==> src/rtl/acc_pipe_cpu.sv <==
// acc_pipe_cpu: three-stage fetch/decode/execute accumulator core.
// Internal data memory with a host preload port; external instruction port.
module acc_pipe_cpu #(
  parameter int DATA_W = 16,
  parameter int ADDR_W = 7
) (
  input  logic                clk,
  input  logic                rst,
  input  logic                run,
  output logic [ADDR_W-1:0]   imem_addr,
  input  logic [ADDR_W+4:0]   imem_rdata,
  input  logic                dm_we,
  input  logic [ADDR_W-1:0]   dm_addr,
  input  logic [DATA_W-1:0]   dm_wdata,
  output logic [DATA_W-1:0]   dm_rdata,
  output logic [DATA_W-1:0]   acc,
  output logic                e,
  output logic                halted,
  output logic                illegal,
  output logic                retired
);

  localparam int IW    = ADDR_W + 5;
  localparam int DEPTH = 2 ** ADDR_W;

  logic [ADDR_W-1:0] pc_q, pc_d;
  logic [IW-1:0]     f_ir_q, f_ir_d;
  logic              f_v_q, f_v_d;
  logic [IW-1:0]     d_ir_q, d_ir_d;
  logic              d_v_q, d_v_d;
  logic [DATA_W-1:0] acc_q, acc_d;
  logic              e_q, e_d;
  logic              skip_q, skip_d;
  logic              halted_q, halted_d;
  logic              illegal_q, illegal_d;
  logic              retired_q, retired_d;

  logic [DATA_W-1:0] mem_q [DEPTH];
  logic              mem_we;
  logic [ADDR_W-1:0] mem_wa;
  logic [DATA_W-1:0] mem_wd;

  logic              adv;
  logic              exec;
  logic              x_i;
  logic [3:0]        x_op;
  logic [ADDR_W-1:0] x_a;
  logic [3:0]        um;
  logic [ADDR_W-1:0] ea;
  logic [DATA_W-1:0] dr;
  logic [DATA_W:0]   add_r;
  logic [DATA_W:0]   sub_r;
  logic [DATA_W-1:0] isz_r;

  assign imem_addr = pc_q;
  assign dm_rdata  = mem_q[dm_addr];
  assign acc       = acc_q;
  assign e         = e_q;
  assign halted    = halted_q;
  assign illegal   = illegal_q;
  assign retired   = retired_q;

  // Pipeline advance, execute-stage datapath and memory write select
  always_comb begin
    adv   = run && !halted_q && !rst;
    exec  = adv && d_v_q && !skip_q;
    x_i   = d_ir_q[IW-1];
    x_op  = d_ir_q[IW-2:ADDR_W];
    x_a   = d_ir_q[ADDR_W-1:0];
    um    = x_a[3:0];
    ea    = x_i ? ADDR_W'(mem_q[x_a]) : x_a;
    dr    = mem_q[ea];
    add_r = {1'b0, acc_q} + {1'b0, dr};
    sub_r = {1'b0, acc_q} + {1'b0, ~dr} + (DATA_W+1)'(1);
    isz_r = dr + DATA_W'(1);

    pc_d      = pc_q;
    f_ir_d    = f_ir_q;
    f_v_d     = f_v_q;
    d_ir_d    = d_ir_q;
    d_v_d     = d_v_q;
    acc_d     = acc_q;
    e_d       = e_q;
    skip_d    = skip_q;
    halted_d  = halted_q;
    illegal_d = illegal_q;
    retired_d = 1'b0;
    mem_we    = 1'b0;
    mem_wa    = ea;
    mem_wd    = acc_q;

    if (adv) begin
      pc_d   = pc_q + ADDR_W'(1);
      f_ir_d = imem_rdata;
      f_v_d  = 1'b1;
      d_ir_d = f_ir_q;
      d_v_d  = f_v_q;
      if (d_v_q && skip_q)
        skip_d = 1'b0;
    end

    if (exec) begin
      retired_d = 1'b1;
      unique case (1'b1)
        (x_op == 4'h0): acc_d = acc_q & dr;
        (x_op == 4'h1): acc_d = acc_q | dr;
        (x_op == 4'h2): acc_d = acc_q ^ dr;
        (x_op == 4'h3): {e_d, acc_d} = add_r;
        (x_op == 4'h4): {e_d, acc_d} = sub_r;
        (x_op == 4'h5): acc_d = dr;
        (x_op == 4'h6): mem_we = 1'b1;
        (x_op == 4'h7): begin
          mem_we = 1'b1;
          mem_wd = isz_r;
          if (isz_r == '0)
            skip_d = 1'b1;
        end
        (x_op == 4'h8): begin
          pc_d  = ea;
          f_v_d = 1'b0;
          d_v_d = 1'b0;
        end
        (x_op == 4'hF): begin
          unique case (1'b1)
            (um == 4'h0): acc_d = '0;
            (um == 4'h1): e_d = 1'b0;
            (um == 4'h2): acc_d = ~acc_q;
            (um == 4'h3): e_d = ~e_q;
            (um == 4'h4): begin
              acc_d = {e_q, acc_q[DATA_W-1:1]};
              e_d   = acc_q[0];
            end
            (um == 4'h5): begin
              acc_d = {acc_q[DATA_W-2:0], e_q};
              e_d   = acc_q[DATA_W-1];
            end
            (um == 4'h6): acc_d = acc_q + DATA_W'(1);
            (um == 4'h7): skip_d = !acc_q[DATA_W-1];
            (um == 4'h8): skip_d = acc_q[DATA_W-1];
            (um == 4'h9): skip_d = (acc_q == '0);
            (um == 4'hA): skip_d = !e_q;
            (um == 4'hB): begin
              halted_d = 1'b1;
              pc_d     = pc_q;
              f_v_d    = 1'b0;
              d_v_d    = 1'b0;
            end
            default: illegal_d = 1'b1;
          endcase
        end
        default: illegal_d = 1'b1;
      endcase
    end

    if (dm_we && !adv) begin
      mem_we = 1'b1;
      mem_wa = dm_addr;
      mem_wd = dm_wdata;
    end
  end

  // Architectural state and pipeline registers
  always_ff @(posedge clk) begin
    if (rst) begin
      pc_q      <= '0;
      f_ir_q    <= '0;
      f_v_q     <= 1'b0;
      d_ir_q    <= '0;
      d_v_q     <= 1'b0;
      acc_q     <= '0;
      e_q       <= 1'b0;
      skip_q    <= 1'b0;
      halted_q  <= 1'b0;
      illegal_q <= 1'b0;
      retired_q <= 1'b0;
    end else begin
      pc_q      <= pc_d;
      f_ir_q    <= f_ir_d;
      f_v_q     <= f_v_d;
      d_ir_q    <= d_ir_d;
      d_v_q     <= d_v_d;
      acc_q     <= acc_d;
      e_q       <= e_d;
      skip_q    <= skip_d;
      halted_q  <= halted_d;
      illegal_q <= illegal_d;
      retired_q <= retired_d;
    end
  end

  // Data memory, deliberately not reset
  always_ff @(posedge clk) begin
    if (mem_we)
      mem_q[mem_wa] <= mem_wd;
  end

endmodule

==> config.mk <==
export PLATFORM = sky130hd
export DESIGN_NAME = acc_pipe_cpu
export DESIGN_NICKNAME = d
export VERILOG_FILES = /design/src/rtl/acc_pipe_cpu.sv
export SDC_FILE = /design/constraint.sdc
export NUM_CORES = 2
export LEC_CHECK = 0
export CORE_UTILIZATION = 50
export CTS_BUF_LIST = sky130_fd_sc_hd__clkbuf_2
export DETAILED_ROUTE_END_ITERATION = 8
export GPL_TIMING_DRIVEN = 1
export PLACE_DENSITY = 0.65
export SLEW_MARGIN = 30
export SYNTH_ARGS = -nofsm -noshare
export SYNTH_HDL_FRONTEND = slang
export SYNTH_SLANG_ARGS = --single-unit
export TNS_END_PERCENT = 30
==> constraint.sdc <==
create_clock -name clk -period 12.95 [get_ports clk]
set_input_delay 1.295 -clock clk [delete_from_list [all_inputs] [get_ports clk]]
set_output_delay 1.295 -clock clk [all_outputs]
set_load 0.01 [all_outputs]
== Yosys cells after proc, flatten, opt, wreduce, memory -nomap -nowiden ==
Memory sizes are Yosys's and may differ from the RTL's. A register that Yosys moved wholly into a read port is not among the register bits.
Cells that the tools add are included.

* Logic and storage cells: 111
* Memories: 1
* Input port bits: 39
* RAM bits: 2048
* Flip-flop bits (word level): 54

* Reductions and logical operators: 25
* $add $sub $neg: 6
* Muxes and demuxes: 37
* Equality and inequality tests: 24
* Bitwise operators: 7

{| class="wikitable"
|+ Memory list
! memory !! words !! bits a word !! read ports !! clocked after memory_dff !! write ports !! RTL line !! source
|-
| mem_q || 128 || 16 || 3 || 1 || 1 || 38 || <nowiki>logic [DATA_W-1:0] mem_q [DEPTH];</nowiki>
|}

{| class="wikitable"
|+ Operators by type and width
! kind !! count
|-
| $pmux 16 s7 || 1
|-
| $pmux 16 s5 || 1
|-
| $mux 7 || 7
|-
| $mux 16 || 3
|-
| $add 16x16->17 || 2
|-
| $add 16x1->16 const B || 2
|-
| $eq 4x3->1 const B || 8
|-
| $logic_not 16->1 || 2
|-
| $not 16->16 || 2
|-
| $eq 4x4->1 const B || 6
|-
| $add 17x1->17 const B || 1
|-
| $mux 1 || 17
|-
| $and 16x16->16 || 1
|-
| $eq 4x2->1 const B || 4
|-
| $or 16x16->16 || 1
|-
| $xor 16x16->16 || 1
|-
| $pmux 7 s2 || 1
|-
| $reduce_and 3->1 || 4
|-
| $reduce_or 12->1 || 1
|-
| $reduce_or 9->1 || 1
|-
| $eq 4x1->1 const B || 2
|-
| $logic_not 4->1 || 2
|-
| $pmux 1 s2 || 4
|-
| $pmux 1 s4 || 2
|-
| 12 further kinds || 23
|}

== Depth between registers and ports, before layout ==
* Depth in word-level cells: 9
* Depth in mapped cells: 43
* Gate-level depth less buffers: 32

== Worst setup path before layout ==
OpenSTA, ideal clock, no wires.

* Kind: register to register
* Start: register with a tool-made name
* End: memory mem_q[0][14] (data pin)
* Buffers on the path: 8
* Arrival: 10283 ps
* Stages on the path, launching flop included: 27
* Path slack: 1470 ps
* Setup time: 1197 ps
* Cells stage by stage: dfxtp_1 -> buf_4 -> buf_6 -> buf_6 -> buf_6 -> clkbuf_1 -> mux4_2 -> mux4_2 -> nand3_1 -> a31oi_1 -> or2_1 -> buf_6 -> buf_6 -> buf_2 -> nand2_1 -> a311oi_1 -> or4_1 -> a2bb2oi_1 -> nand3b_1 -> inv_1 -> ha_1 -> and4_1 -> nor4b_2 -> nand4_1 -> xnor2_1 -> mux2i_1 -> o21ai_0

{| class="wikitable"
|+ RTL lines
! what !! RTL line
|-
| end, declared || 38
|}

==> run summary <==
Pins Over Slew Limit - 22
Clock sinks - 2109
Crit path cell chain - buf_12 -> mux4_2 -> a22oi_1 -> nand4_1 -> a31oi_4 -> buf_4 -> or3_4 -> buf_12 -> a211oi_1 -> a311oi_1 -> a311oi_1 -> nor4_1 -> a2bb2oi_1 -> nand3b_1 -> inv_1 -> ha_1 -> and4_1 -> nor4b_2 -> and2_1 -> xnor2_1 -> mux2i_1 -> o21ai_4 -> buf_12
WHS Endpoint - f_ir_q[2]
Crit. End Element - register
CP max FO - 107
Most frequent CP cell - buf_12
Cell depth of the worst min-delay path - 4
Critical Path Source Type - register
Layout cells sized above 1 - 0.283
Slowest-stage cell, CP - or3_4
DR vias - 85600
Worst hold path startpoint - run
Setup CP Type - register to register
Mean post-synth cell area - 14.4 µm²
GP Congestion - 1.06
Die height - 476 µm
Syn nets - 7903
Synthesized flop and latch total - 2109
DR pass1 iterations - 9
Mapped Cells - 7819
Switching part of the total power - 0.322
Root Driver - clkbuf_2
Relative slew slack - -0.00159
Final count of hold timing violations - 0
Most frequent cell after synthesis - edfxtp_1
DIE WIDTH - 476 µm
Final setup margin - 2.04 ns
Worst EP arrival - 12.65 ns
Max-Cap Viols - 1
Final WL - 462 mm
Synth unique cells - 105
Gate power share - 0.185
Setup TNS - 0 ns
Pre-CTS setup slack - 2.63 ns
Top-area cell type share of the netlist area - 0.548
Largest net degree at the start of global routing - 149
Worst r2r path cells - 23
CORE AREA - 223000 µm²
Tightest Pin Transition - 1.50 ns
Switching Power - 4.81 mW
Failing checks - DRC, capacitance limit, slew limit
EDFF count, synth - 2048
Outcome - complete, but fails checks
Via density - 7.47
Leakage - 39.3 nW
Clk pwr share - 0.309
Synth area leaders - edfxtp_1 55%, mux4_2 19%, nand2_1 4.1%
CTS buffer count - 551
Row cnt - 173
DRT iter0 DRCs - 15300
Reg clk slew, reported paths - 0.11 ns
Starting Density - 0.504
R2r setup slk - 2.04 ns
Hold Crit Class - primary input to register
Synth Flop Type - edfxtp_1
Internal power - 10.1 mW
Peak supply drop - 0.124 mV
PwrDens - 122 nW/µm²
Largest area contributor in the netlist - edfxtp_1
Final #Nets - 8176
Routed len/inst - 40.3 µm
Area Growth Syn to Fin - 9.28%
Sequential cell area fraction in the yosys report - 0.559
Num ports - 82
Initial antenna violation count - 41
Global-route wire length before repair - 633 mm
Setup violations, final - 0
Vias in the first global route - 80900
FMAX - 91.7 MHz
Clk_lat worst skew - 2.10 ns
Detail Route Antenna Nets - 0
Period utilisation layout - 0.842
Synth warn - 0
Crit path time final - 10.91 ns
CP required - 14.69 ns
Area of the multi-input gates - 46800 µm²
Post-CTS setup buffers - 0
Die footprint - 226000 µm²
PortBufs - 81
Reg-to-Reg End - mem_q[125][8]
Reg area - 62700 µm²
Async S/R FF share, synth - 0
RSZ-0062 raised after global routing - false
Global route overflow - 0
Max Root-Sink Buffers - 4
Sequential cell fraction of total power - 0.506
Commonest cells in the synthesized netlist - 2048 x edfxtp_1, 1235 x nand2_1, 937 x mux4_2
Crit path largest cell delay - 0.79 ns
H-Tree Depth - 6
DRC violations left - 3
Setup Skew - 0.139 ns
Fill count - 17900
Mapped Area - 112000 µm²
CTS tree - done
GRT Util Overall - 0.405
Hpwl dp - 285 mm
==> area by class of cell <==
cell class | instances | share of cell area
antenna | 37 | 0.000755
tap | 2975 | 0.0303
multi-input combinational | 4952 | 0.382
clock buffer | 764 | 0.0312
timing repair buffer | 421 | 0.0364
clock inverter | 147 | 0.00673
sequential | 2109 | 0.511
inverter | 57 | 0.00174
==> per-layer routing <==
layer / vias up / global-route usage / wire length [µm]
met1: 42600 / 0.506 / 153000
met4: 26 / 0.260 / 35100
met5: - / 0.0213 / 572
met2: 8523 / 0.557 / 191000
li1: 32700 / - / -
met3: 1770 / 0.196 / 82000
==> power by group through the flow <==
stage	Combinational (mW)	Clock [mW]	Sequential [mW]
2_1_floorplan	1.56	0	7.74
3_3_place_gp	2.57	0	7.71
3_5_place_dp	2.59	0	7.72
4_1_cts	2.60	4.62	7.56
5_1_grt	2.78	4.96	7.56
6_report	2.76	4.62	7.56
==> state kept, by name, summed over array words and instances, names as in the netlist, 7 cells and up, named ones only <==
signal and count:
mem_q 2048, acc 16, d_ir_q 12, f_ir_q 12
imem_addr 7
==> worst max path at each step <==
stage	start	endpoint	slack (ns)
finish	register	mem_q[125][8]	2.04
global route	register	acc[15]	2.02
CTS	register	e	2.61
detailed placement	register	e	2.63
global placement	register	e	2.56
floorplan	register	mem_q[0][14]	1.47
==> layout by cell type (no fill, tap or decap), types with 31 or more instances in the layout <==
cell                n
o21ai_0           112
a211oi_1          171
a311o_1            31
dfxtp_1            57
a311oi_1          195
clkinv_1           97
clkbuf_2          764
nand3_1           493
mux2i_1           347
diode_2            37
edfxtp_1         2048
and3_1             53
buf_4             259
inv_1              50
nor3_1             40
nor4b_1           133
xnor2_1            35
nor2_2             78
mux4_2            937
clkdlybuf4s50_1    75
nor2_4             64
a22oi_1            68
buf_16             34
a31oi_1            59
nor2_1            117
mux2_2             60
ha_1               44
nand2_1          1232
o211ai_1           44
a21oi_1           106
==> kinds of logic after synthesis <==
group,share of synthesized area
buffers and inverters,0.0343
xor gates and xnor gates,0.00351
DFF,0.559
adders and majority gates,0.00508
muxes,0.226
AOI/OAI and AO/OA,0.0745
and+or+nand+nor,0.0985
==> stage by stage <==
step / power [mW] / std cells / utilization / hold WS, ns / area, µm²
floorplan: 9.30 / 7819 / - / 0.425 / 112000
global placement: 10.3 / 10500 / 0.524 / 0.442 / 117000
detailed placement: 10.3 / 10500 / 0.527 / 0.452 / 117000
CTS: 14.8 / 11400 / 0.549 / 0.0790 / 122000
global route: 15.3 / 11400 / 0.551 / 0.117 / 123000
finish: 14.9 / 11500 / 0.551 / 0.205 / 123000
==> critical path, delay by kind of cell, from the launching register on <==
family	cells	cell delay, ns
and+or+nand+nor	7	3.29
AOI/OAI and AO/OA	7	2.78
buffers and inverters	5	2.14
DFF	1	0.76
muxes	2	0.72
adders and majority gates	1	0.26
xor gates and xnor gates	1	0.12
==> repair_timing <==
item                      CTS  global route
hold buffers               13             0
hold endpoints to repair   13             0
gates resized for setup     0             0
Power figures use the tool's default switching activity.
